<file path="src/rtl/ahb_fetch_unit.sv">
// AHB-Lite instruction-fetch master: one NONSEQ word read per fetch, wait-state
// tolerant, valid/ready hand-off to decode and a one-cycle if_en back to the PC.
module ahb_fetch_unit #(
    parameter int                ADDR_W   = 32,
    parameter int                DATA_W   = 32,
    parameter int                PC_STEP  = 4,
    parameter logic [ADDR_W-1:0] RESET_PC = 32'hA0000004,
    parameter int                TIMEOUT  = 15
) (
    input  logic              clk,
    input  logic              reset,
    input  logic [ADDR_W-1:0] pc_addr,
    input  logic              ex_en,
    output logic [ADDR_W-1:0] pc_next,
    output logic              if_en,
    output logic [ADDR_W-1:0] HADDR,
    output logic [1:0]        HTRANS,
    output logic              HWRITE,
    output logic [2:0]        HSIZE,
    output logic [2:0]        HBURST,
    input  logic              HREADY,
    input  logic              HRESP,
    input  logic [DATA_W-1:0] HRDATA,
    output logic [DATA_W-1:0] instr,
    output logic              instr_valid,
    input  logic              instr_ready,
    output logic              fetch_err
);

    localparam int CW = $clog2(TIMEOUT + 1);

    typedef enum logic [1:0] {IDLE, ADDR, DATA, ERR} state_t;

    state_t            state, state_nxt;
    logic [ADDR_W-1:0] fetch_addr;
    logic [CW-1:0]     wait_cnt, wait_cnt_nxt;
    logic              start, capture, to_err;

    always_comb begin
        state_nxt    = state;
        wait_cnt_nxt = wait_cnt;
        start        = 1'b0;
        capture      = 1'b0;
        to_err       = 1'b0;
        case (state)
            IDLE: begin
                // if_en=0 gives the PC one cycle to settle before pc_addr is latched
                if (!ex_en && !if_en && (!instr_valid || instr_ready)) begin
                    start     = 1'b1;
                    state_nxt = ADDR;
                end
            end
            ADDR: begin
                if (HREADY) begin
                    state_nxt    = DATA;
                    wait_cnt_nxt = '0;
                end
            end
            DATA: begin
                if (HREADY) begin
                    if (HRESP) to_err  = 1'b1;
                    else       capture = 1'b1;
                end else if (HRESP) begin
                    to_err = 1'b1;
                end else begin
                    wait_cnt_nxt = wait_cnt + 1'b1;
                    if (wait_cnt_nxt == CW'(TIMEOUT)) to_err = 1'b1;
                end
                if (to_err)       state_nxt = ERR;
                else if (capture) state_nxt = IDLE;
            end
            ERR:     state_nxt = ERR;
            default: state_nxt = IDLE;
        endcase
    end

    always_ff @(posedge clk or posedge reset) begin
        if (reset) begin
            state       <= IDLE;
            fetch_addr  <= '0;
            wait_cnt    <= '0;
            instr       <= '0;
            instr_valid <= 1'b0;
            if_en       <= 1'b0;
            fetch_err   <= 1'b0;
            pc_next     <= RESET_PC;
        end else begin
            state    <= state_nxt;
            wait_cnt <= wait_cnt_nxt;
            if_en    <= capture;
            if (start) fetch_addr <= pc_addr;
            if (capture) begin
                instr       <= HRDATA;
                instr_valid <= 1'b1;
                pc_next     <= fetch_addr + ADDR_W'(PC_STEP);
            end else if (instr_ready) begin
                instr_valid <= 1'b0;
            end
            if (to_err) fetch_err <= 1'b1;
        end
    end

    assign HTRANS = (state == ADDR) ? 2'b10 : 2'b00;
    assign HADDR  = fetch_addr;
    assign HWRITE = 1'b0;
    assign HSIZE  = 3'b010;
    assign HBURST = 3'b000;

endmodule

</file>
<file path="config.mk">
export PLATFORM = sky130hd
export DESIGN_NAME = ahb_fetch_unit
export DESIGN_NICKNAME = d
export VERILOG_FILES = /design/src/rtl/ahb_fetch_unit.sv
export SDC_FILE = /design/constraint.sdc
export NUM_CORES = 1
export LEC_CHECK = 0
export ABC_CLOCK_PERIOD_IN_PS = 6470
export CAP_MARGIN = 20
export CORE_UTILIZATION = 40
export DETAILED_ROUTE_END_ITERATION = 16
export PLACE_DENSITY_LB_ADDON = 0.15
export RECOVER_POWER = 50
export REMOVE_ABC_BUFFERS = 1
export SLEW_MARGIN = 20
export SYNTH_ARGS = -nofsm -noshare
export SYNTH_HDL_FRONTEND = slang
export SYNTH_SLANG_ARGS = --single-unit
</file>
<file path="constraint.sdc">
create_clock -name clk -period 6.47 [get_ports clk]
set_input_delay 1.294 -clock clk [delete_from_list [all_inputs] [get_ports clk]]
set_output_delay 1.294 -clock clk [all_outputs]
set_load 0.1 [all_outputs]
</file>
# ---- Yosys cells after proc, flatten, opt, wreduce, memory -nomap -nowiden
# Cells that the tools add are included.
dict set report totals {
  ff_bits 105
  input_bits 70
  out_inout_bits 108
  elab_cells 54
}
dict set report classes {
  add_sub_neg 2
  eq_ne 9
  n_mux 24
  n_reduce_logical 11
}
# cell count
set op_table {}
lappend op_table {{32-bit by 3-bit adder with 32-bit output, second input constant} 1}
lappend op_table {{1-bit two-way mux} 14}
lappend op_table {{4-bit two-way mux} 3}
lappend op_table {{2-bit two-way mux} 5}
lappend op_table {{2-bit != test, second input constant} 4}
lappend op_table {{2-bit case mux with 4 select lines} 1}
lappend op_table {{4-bit case mux with 2 select lines} 1}
lappend op_table {{4-bit by 1-bit adder with 4-bit output, second input constant} 1}
lappend op_table {{2-bit == test, second input constant} 2}
lappend op_table {{4-bit == test, second input constant} 1}
lappend op_table {{4-bit AND reduction} 1}
lappend op_table {{2-bit nonzero test} 2}
lappend op_table {{1-bit logical NOT} 3}
lappend op_table {{3-bit != test, second input constant} 1}
lappend op_table {{3-bit AND reduction} 1}
lappend op_table {{2-bit by 1-bit == test with 1-bit output, second input constant} 1}
lappend op_table {{1-bit logical AND} 2}
lappend op_table {{2-bit logical NOT} 1}
lappend op_table {{1-bit logical OR} 1}

# ---- Longest topological paths before layout
# Gate-level depths: netlist of run 1.
dict set report logic_depth {
  depth_word 8
  mapped_depth 6
  ltp_nobuf 6
}

# ---- Worst setup path after synthesis of run 1
# OpenSTA, ideal clock, no wires.
dict set report synth_timing {
  path_type {register to output}
  start {register state[0]}
  end {output port HTRANS[1]}
  arrival_ps 1966
  required_ps 5176
  slack_ps 3210
  path_stages_with_launch 3
  n_path_buf 1
  path_cell_list {dfrtp_1 -> clkbuf_1 -> nor2b_1}
}
dict set report synth_between {
  elab_chain_len 2
}
# element line_no
set synth_lines {}
lappend synth_lines {{start: declaration} 34} ;# state_t state, state_nxt;
lappend synth_lines {{start signal: assignment} 88} ;# state <= state_nxt;
lappend synth_lines {{2-bit by 1-bit == test with 1-bit output} 103} ;# assign HTRANS = (state == ADDR) ? 2'b10 : 2'b00;
lappend synth_lines {{2-bit two-way mux} 103}
lappend synth_lines {{end: declaration} 17} ;# output logic [1:0] HTRANS,
# No other way between the ends.

==> impl_results.md, run 1 <==
* Area Overhead vs Synth at 44.65%
* Layout cells sized above 1 at 9.903%
* Wire length of the first global-routing pass at 17.12 mm
* Via-to-Cell Ratio at 4.868
* Clk root buf: clkbuf_16
* Routability congestion estimate at 0.7419
* Final hold vios at 0
* Critical path, cell by cell: dlygate4sd3_1, clkinvlp_2, clkbuf_2
* Setup TNS at 0 ns
* Drt total wl at 11.10 mm
* Mapped Cells at 450
* DIE WIDTH at 109.4 microns
* Number of synthesized register bits at 105
* Die height at 109.4 microns
* Data arrival, critical path at 4.20 ns
* IO buf count at 169
* Finish-stage setup viols at 0
* Tcrit/Tclk final at 62.72%
* Final min period at 4.058 ns
* Worst Path Required at 6.61 ns
* Most common cell after layout, fill and taps aside: clkdlybuf4s50_1
* Post-DP Area at 0.006397 sq mm
* Final net count at 684
* Headroom to the max-slew limit at -10.05%
* Critical Path Max Stage Delay at 1.36 ns
* Initial Utilization at 41.84%
* Ant diodes at 0
* Iter 0 DRT Violations at 175
* CTS tree: yes
* Die footprint at 0.01197 sq mm
* Number of flops mapped to enable cells by yosys at 0
* Clock Latency Late Sink at 0.34 ns
* Final instance area at 0.006676 sq mm
* Sequential-to-total area share from yosys stat at 57.01%
* Number of global-route vias before repair at 3562
* Total GRT Usage at 18.48%
* Final HPWL from detailed placement at 7.923 mm
* Most frequent cells in the layout: 166 x clkdlybuf4s50_1, 149 x nand2_1, 102 x dfrtp_1, 32 x mux2_2, 25 x o21ai_0
* HP Class: flip-flop to flip-flop
* Post CTS Setup Buffer Count at 0
* Max Cap Violations at 3
* Failing checks: capacitance limit, slew limit
* RSZ-0062 raised after global routing: false
* Async set-reset flop share out of synthesis at 100.0%
* Residual DRC count at 0
* CP max stage cell: clkbuf_2
* Clk sink count at 105
* Hold_buf cts at 0
* Drt first pass iters at 4
* Synth Warn # at 0
* Clock transition at the registers of the reported paths at 0.07 ns
* Avg WL per Cell at 14.69 microns
* Initial antenna violation count at 0
* CP endpoint kind: async pin
* Startpoint Class: primary input
* Main synth FF type: dfrtp_1
* Resized Gates After CTS at 0
* WS Path Type: primary input to async pin
* Vias at 3680
* H-tree depth at 3
* Status: finished with violations
* Maximum clock rate at 246.4 MHz
* Max Transition Viols Final at 142
* Pin count of the biggest net entering global routing at 96
* Synth unique cells at 39
* Post-Syn Area per Cell at 10.26 sq um
* Post-DRT Antenna Nets at 0
* Core ar. at 0.01103 sq mm
* Row cnt at 38
* CTS Buf Count at 9
* Worst Path Max Fanout at 68
* Longest Clk Path Bufs at 2
* I/O pins at 178
* Clock Skew at 0.01401 ns
* Least-Margin Pin Slew at 1.651 ns
* Cell Area, Synth at 0.004616 sq mm
* Gr ovfl total at 0
critical path, delay by kind of cell:
family                 cells  cell delay (ns)
buffers and inverters      3             2.84
sequential cells by signal, indices dropped and copies added, names as in the netlist:
name and cells:
HADDR 32, fetch_err 1, if_en 1, instr 32
instr_valid 1, pc_next 32, state 2, wait_cnt 4
per-stage QoR:
stage	setup WS [ns]	utilization (%)	hold slack (ns)	cells
6_report	2.412	60.53	0.4768	756
5_1_grt	1.833	60.53	0.4915	756
4_1_cts	2.864	60.62	0.4692	756
3_5_place_dp	2.511	58.00	0.4593	740
3_3_place_gp	2.541	58.00	0.4503	740
2_1_floorplan	2.196	-	0.4967	430
worst paths after layout:
kind / slack (ns) / start / cells after the start / end
max: 2.41 / reset / 3 / pc_next[25]$_DFFE_PP0P_
min: 0.48 / pc_next[1]$_DFFE_PP0P_ / 2 / pc_next[1]$_DFFE_PP0P_
max reg2reg: 3.80 / state[0]$_DFFE_PP0P_ / 5 / pc_next[21]$_DFFE_PP0P_
min reg2reg: 0.48 / pc_next[1]$_DFFE_PP0P_ / 2 / pc_next[1]$_DFFE_PP0P_
max in group clk: 2.89 / HREADY / 5 / pc_next[21]$_DFFE_PP0P_
min in group asynchronous: 1.79 / reset / 2 / instr[2]$_DFFE_PP0P_
per-layer routing:
layer  vias to the layer above  wire, microns  GRT usage (%)
li1                       1794              -              -
met1                      1733           4905          24.18
met2                       143           5102          30.10
met3                        10            979          4.801
met4                         0            116          5.619
met5                         -              0              0
cell families (layout without fill, tap and decap cells):
kind of cell	count (synthesis)	after routing	synth area share, %
compound gates	38	38	4.798
xor+xnor	29	29	5.503
fa+ha+maj	3	3	0.8133
buf+inv	32	192	3.361
flops	105	105	57.01
mux	32	32	7.807
other cells	2	8	0.1627
simple gates	209	209	20.55
cells in the mapped netlist, types with 4 or more instances:
| cell type | number | area share, % |
|---|---|---|
| and3_1 | 5 | 0.68 |
| buf_2 | 4 | 0.43 |
| buf_4 | 8 | 1.3 |
| clkbuf_1 | 11 | 0.89 |
| dfrtp_1 | 102 | 55 |
| inv_1 | 5 | 0.41 |
| mux2_2 | 32 | 7.8 |
| nand2_1 | 149 | 12 |
| nand2b_1 | 5 | 0.68 |
| nand3_1 | 13 | 1.4 |
| nand4_1 | 8 | 1.1 |
| nor2_1 | 8 | 0.65 |
| nor3_1 | 4 | 0.43 |
| o21ai_0 | 17 | 1.8 |
| o21ai_1 | 10 | 1.1 |
| xnor2_1 | 11 | 2.1 |
| xor2_1 | 18 | 3.4 |
area by class of cell:
cell class              instances  area, sq um
clock buffers                  11        232.7
well taps                     140        175.2
fillers                       975         4354
multi-input cells             319         1861
flip-flops and latches        105         2631
inverters                       6        23.77
clock inverters                 5        56.30
repair buffers                170         1697
Power of run 1 is left out: the tool's default activity adds up to more than one toggle a clock period on the data nets, which glitch-free logic cannot reach.
==> run 2, diff against run 1 <==
ABC_CLOCK_PERIOD_IN_PS = 4200   (was 6470)
clock period = 4.2 ns   (was 6.47 ns; I/O delays follow)
==> run 2 against run 1 <==
Effect of this change:
- worst setup slack got worse by 1.5 ns
- sequential share of layout area fell by 0.26 points
- core utilization rose by 0.41 points
- design area rose by 0.67%
- non-clock buffer count rose by 2
- first-iteration DRC count fell by 6.3%
- die area did not move
- register-to-register slack got worse by 2.4 ns
- count of clock-buffer cells in the layout fell by 2
- the run still ends with capacitance limit, slew limit left
- final cell count rose by 0.26%
- routed wire length rose by 2.3%
- global-route usage rose by 0.94 points
==> impl_results.md, run 2 (synthesized netlist as in run 1, its figures left out) <==
* Area of the multi-input gates at 0.001861 sq mm (unchanged)
* Startpoint Class: primary input (unchanged)
* Final min period at 3.244 ns
* Hold path startpoint: fetch_err$_DFFE_PP0P_ (was pc_next[1]$_DFFE_PP0P_)
* I/O pins at 178 (unchanged)
* Clock Skew at 0.01127 ns (was 0.01401 ns)
* Post-Route Utilization at 60.93% (was 60.53%)
* Die height at 109.4 microns (unchanged)
* Max Transition Viols Final at 93 (was 142)
* Resized Gates After CTS at 0 (unchanged)
* Most common cell after layout, fill and taps aside: clkdlybuf4s50_1 (unchanged)
* Most frequent cells in the layout: 166 x clkdlybuf4s50_1, 149 x nand2_1, 102 x dfrtp_1, 32 x mux2_2, 24 x o21ai_0 (was 166 x clkdlybuf4s50_1, 149 x nand2_1, 102 x dfrtp_1, 32 x mux2_2, 25 x o21ai_0)
* Iter 0 DRT Violations at 164 (was 175)
* Drt total wl at 11.36 mm (was 11.10 mm)
* Setup TNS at 0 ns (unchanged)
* Routability congestion estimate at 0.7675 (was 0.7419)
* R2R depth at 4 (was 5)
* H-tree depth at 3 (unchanged)
* Pin count of the biggest net entering global routing at 93 (was 96)
* Max Cap Violations at 1 (was 3)
* Residual DRC count at 0 (unchanged)
* IO buf count at 169 (unchanged)
* Initial Utilization at 41.84% (unchanged)
* Core ar. at 0.01103 sq mm (unchanged)
* HP Class: flip-flop to flip-flop (unchanged)
* Maximum clock rate at 308.2 MHz
* Post-DRT Antenna Nets at 0 (unchanged)
* Layout cells sized above 1 at 10.03% (was 9.903%)
* Failing checks: capacitance limit, slew limit (unchanged)
* Area Overhead vs Synth at 45.62% (was 44.65%)
* Worst Path Max Fanout at 57 (was 68)
* Tcrit/Tclk final at 77.24%
* Row cnt at 38 (unchanged)
* Final hold vios at 0 (unchanged)
* Wire length of the first global-routing pass at 17.98 mm (was 17.12 mm)
* Vias at 3739 (was 3680)
* Via-to-Cell Ratio at 4.933 (was 4.868)
* Data arrival, critical path at 3.39 ns (was 4.20 ns)
* FF-to-FF Start: state[0]$_DFFE_PP0P_ (unchanged)
* Gr ovfl total at 0 (unchanged)
* CTS Buf Count at 9 (unchanged)
* Reg area at 0.002631 sq mm (unchanged)
* Final net count at 686 (was 684)
* Ant diodes at 0 (unchanged)
* CTS tree: yes (unchanged)
* Hold EP: fetch_err$_DFFE_PP0P_ (was pc_next[1]$_DFFE_PP0P_)
* WS Path Type: primary input to flip-flop (was primary input to async pin)
* Least-Margin Pin Slew at 1.943 ns (was 1.651 ns)
* Die footprint at 0.01197 sq mm (unchanged)
* CP endpoint kind: flip-flop (was async pin)
* Place WS at 1.087 ns (was 2.511 ns)
* Post CTS Setup Buffer Count at 0 (unchanged)
* Fillers at 968 (was 975)
* Longest Clk Path Bufs at 2 (unchanged)
* Hold_buf cts at 0 (unchanged)
* Hold depth at 1 (was 2)
* Worst Path Required at 4.35 ns (was 6.61 ns)
* Finish-stage setup viols at 0 (unchanged)
* Clock Latency Late Sink at 0.34 ns (about the same)
* Drt first pass iters at 4 (unchanged)
* Total GRT Usage at 19.42% (was 18.48%)
* R2r endpoint: pc_next[4]$_DFFE_PP0P_ (was pc_next[21]$_DFFE_PP0P_)
* Final HPWL from detailed placement at 7.996 mm (was 7.923 mm)
* Setup ws final at 0.9557 ns (was 2.412 ns)
* Initial antenna violation count at 0 (unchanged)
* Clk sink count at 105 (unchanged)
* Final instance area at 0.006721 sq mm (was 0.006676 sq mm)
* Number of global-route vias before repair at 3626 (was 3562)
* Clk root buf: clkbuf_16 (unchanged)
* Headroom to the max-slew limit at -29.81% (was -10.05%)
* Avg WL per Cell at 14.99 microns (was 14.69 microns)
* Status: finished with violations (unchanged)
* Reg2Reg Setup Slack at 1.41 ns (was 3.80 ns)
* Clock transition at the registers of the reported paths at 0.08 ns (was 0.07 ns)
* RSZ-0062 raised after global routing: false (unchanged)
* DIE WIDTH at 109.4 microns (unchanged)
* Post-DP Area at 0.006415 sq mm (was 0.006397 sq mm)
[run 2: final cells by class]
type	instances	share of cell area, %
multi-input combinational	319	27.68
inverter	6	0.3909
clock buffer	9	3.351
timing repair buffer	172	25.34
sequential	105	39.15
clock inverter	7	1.489
tap	140	2.606
[run 2: critical path, cell delays in order]
cell	delay [ns]
clkdlybuf4s50_1	0.53
nor2_1	0.09
nand3_4	0.47
clkbuf_1	1.14
o21ai_0	0.28
[run 2: per-layer routing]
| metal | GRT usage (%) | part of all wire (%) |
|---|---|---|
| met1 | 26.40 | 44 |
| met2 | 31.31 | 46 |
| met3 | 4.268 | 7.9 |
| met4 | 5.429 | 1.1 |
| met5 | 0 | 0 |
[run 2: stage by stage]
| step | std cells | hold WS [ns] |
|---|---|---|
| finish | 758 | 0.4702 |
| global placement | 742 | 0.4496 |
| global route | 758 | 0.5002 |
| floorplan | 430 | 0.4967 |
| CTS | 758 | 0.4749 |
| detailed placement | 742 | 0.4574 |
[run 2: worst max-delay path by stage]
stage | from | endpoint | slack, ns | depth (start not counted)
floorplan | HRESP | pc_next[21]$_DFFE_PP0P_ | 0.38 | 5
global placement | HRESP | pc_next[21]$_DFFE_PP0P_ | 1.18 | 6
detailed placement | HRESP | pc_next[21]$_DFFE_PP0P_ | 1.09 | 6
CTS | state[0]$_DFFE_PP0P_ | HTRANS[1] | 1.15 | 2
global route | HRESP | pc_next[15]$_DFFE_PP0P_ | 0.64 | 5
finish | HRESP | pc_next[4]$_DFFE_PP0P_ | 0.96 | 5
Power of run 2 is left out for the same reason.
==> run 3, diff against run 2 <==
ABC_CLOCK_PERIOD_IN_PS = 3230   (was 4200)
clock period = 3.23 ns   (was 4.2 ns; I/O delays follow)
==> run 3 against run 2 <==
Effect of this change:
- the run now ends clean
- design area decreased by 7.5%
- via count decreased by 2.4%
- critical path depth unchanged
- highest routed layer unchanged
- die area unchanged
==> impl_results.md, run 3 (synthesized netlist as in run 1, its figures left out) <==
* Layout cells sized above 1 at 16.13% (was 10.03%)
* Core ar. at 0.01103 sq mm (unchanged)
* Crit path from: ex_en (was HRESP)
* Row cnt at 38 (unchanged)
* Most common cell after layout, fill and taps aside: nand2_1 (was clkdlybuf4s50_1)
* CP endpoint kind: flip-flop (unchanged)
* Clock Latency Late Sink at 0.34 ns (about the same)
* Gr ovfl total at 0 (unchanged)
* Die footprint at 0.01197 sq mm (unchanged)
* Worst setup endpoint: HADDR[11]$_DFFE_PP0P_ (was pc_next[4]$_DFFE_PP0P_)
* Headroom to the max-slew limit at 16.84% (was -29.81%)
* Initial Utilization at 41.84% (unchanged)
* Clock Skew at 0.01357 ns (was 0.01127 ns)
* Wire length of the first global-routing pass at 17.72 mm (was 17.98 mm)
* Ant diodes at 0 (unchanged)
* R2R depth at 4 (unchanged)
* Tcrit/Tclk final at 70.22%
* Fillers at 1036 (was 968)
* R2r endpoint: HADDR[11]$_DFFE_PP0P_ (was pc_next[4]$_DFFE_PP0P_)
* Max Used Layer: met4 (unchanged)
* Final min period at 2.268 ns
* Drt total wl at 11.21 mm (was 11.36 mm)
* WS Path Type: primary input to flip-flop (unchanged)
* RSZ-0062 raised after global routing: false (unchanged)
* IO buf count at 169 (unchanged)
* Die height at 109.4 microns (unchanged)
* Area Overhead vs Synth at 34.72% (was 45.62%)
* Vias at 3648 (was 3739)
* FF-to-FF Start: state[0]$_DFFE_PP0P_ (unchanged)
* Final HPWL from detailed placement at 8.030 mm (was 7.996 mm)
* Status: finished clean (was finished with violations)
* Number of global-route vias before repair at 3546 (was 3626)
* Routability congestion estimate at 0.7595 (was 0.7675)
* HP Class: flip-flop to flip-flop (unchanged)
* Post-DRT Antenna Nets at 0 (unchanged)
* Post-Route Utilization at 56.37% (was 60.93%)
* Data arrival, critical path at 2.49 ns (was 3.39 ns)
* Post CTS Setup Buffer Count at 0 (unchanged)
* Longest Clk Path Bufs at 2 (unchanged)
* Max Cap Violations at 0 (was 1)
* Max Transition Viols Final at 0 (was 93)
* CTS Buf Count at 9 (unchanged)
* Startpoint Class: primary input (unchanged)
* Most frequent cells in the layout: 148 x nand2_1, 102 x dfrtp_1, 69 x clkbuf_1, 67 x clkdlybuf4s50_1, 35 x buf_4 (was 166 x clkdlybuf4s50_1, 149 x nand2_1, 102 x dfrtp_1, 32 x mux2_2, 24 x o21ai_0)
* Via-to-Cell Ratio at 4.800 (was 4.933)
* CTS tree: yes (unchanged)
* Clock transition at the registers of the reported paths at 0.07 ns (was 0.08 ns)
* Final hold vios at 0 (unchanged)
* Post-DP Area at 0.006190 sq mm (was 0.006415 sq mm)
* CP max stage cell: nand2_2 (was clkbuf_1)
* DR WL met3 at 891 microns (was 896 microns)
* Met2 Routed Length at 5.043 mm (was 5.280 mm)
* Least-Margin Pin Slew at 1.253 ns (was 1.943 ns)
* Finish-stage setup viols at 0 (unchanged)
* Initial antenna violation count at 0 (unchanged)
* DIE WIDTH at 109.4 microns (unchanged)
* Clk root buf: clkbuf_16 (unchanged)
* Critical Path Max Stage Delay at 0.43 ns (was 1.14 ns)
* Post-Route M1 WL at 5.101 mm (was 5.056 mm)
* Maximum clock rate at 440.9 MHz
* Drt first pass iters at 5 (was 4)
* H-tree depth at 3 (unchanged)
* Reg2Reg Setup Slack at 1.03 ns (was 1.41 ns)
* Total GRT Usage at 19.35% (was 19.42%)
* Avg WL per Cell at 14.76 microns (was 14.99 microns)
* Final instance area at 0.006218 sq mm (was 0.006721 sq mm)
* Worst Path Required at 3.45 ns (was 4.35 ns)
* Pin count of the biggest net entering global routing at 87 (was 93)
* Final net count at 688 (was 686)
* Resized Gates After CTS at 0 (unchanged)
* Clk sink count at 105 (unchanged)
* Critical path, cell by cell: clkdlybuf4s50_1, nor4_1, nand2_2, buf_4, mux2_2 (was clkdlybuf4s50_1, nor2_1, nand3_4, clkbuf_1, o21ai_0)
* Iter 0 DRT Violations at 200 (was 164)
* Hold_buf cts at 0 (unchanged)
* Residual DRC count at 0 (unchanged)
* Worst Path Max Fanout at 20 (was 57)
* I/O pins at 178 (unchanged)
[run 3: layer usage]
layer	track usage, %	vias up
met1	25.77	1700
met4	6.476	0
met3	4.683	15
li1	-	1800
met2	31.00	133
met5	0	-
[run 3: area by class of cell]
cell class                      count  area [sq um]  share of cell area, %
Inverter                            6         25.02                 0.4024
Multi-Input combinational cell    319          1867                  30.02
Clock inverter                      6         48.80                 0.7847
Timing Repair Buffer              174          1232                  19.82
Clock buffer                       10         239.0                  3.843
Tap cell                          140         175.2                  2.817
Sequential cell                   105          2631                  42.31
[run 3: worst max-delay path: cells and delay by family]
family	cells	cell delay [ns]
multiplexers	1	0.28
buffers and inverters	2	0.76
AND/OR/NAND/NOR	2	0.79
[run 3: worst min path at each step]
stage / start / to / slack, ns / depth (start not counted)
5_1_grt: instr[16]$_DFFE_PP0P_ / instr[16]$_DFFE_PP0P_ / 0.49 / 2
6_report: pc_next[29]$_DFFE_PP1P_ / pc_next[29]$_DFFE_PP1P_ / 0.47 / 2
4_1_cts: pc_next[29]$_DFFE_PP1P_ / pc_next[29]$_DFFE_PP1P_ / 0.47 / 2
3_3_place_gp: pc_next[29]$_DFFE_PP1P_ / pc_next[29]$_DFFE_PP1P_ / 0.45 / 2
3_5_place_dp: pc_next[29]$_DFFE_PP1P_ / pc_next[29]$_DFFE_PP1P_ / 0.46 / 2
2_1_floorplan: wait_cnt[3]$_DFFE_PP0P_ / wait_cnt[3]$_DFFE_PP0P_ / 0.50 / 1
[run 3: through the flow]
stage / instances / hold WS (ns) / setup TNS (ns) / setup slack [ns]
final: 760 / 0.4702 / 0 / 0.9620
after global routing: 760 / 0.4903 / 0 / 0.6510
after CTS: 760 / 0.4713 / 0 / 0.9956
after detailed placement: 744 / 0.4577 / 0 / 0.6333
after global placement: 744 / 0.4527 / 0 / 0.6088
after floorplan: 430 / 0.4967 / -29.13 / -0.3962
Power of run 3 is left out for the same reason.
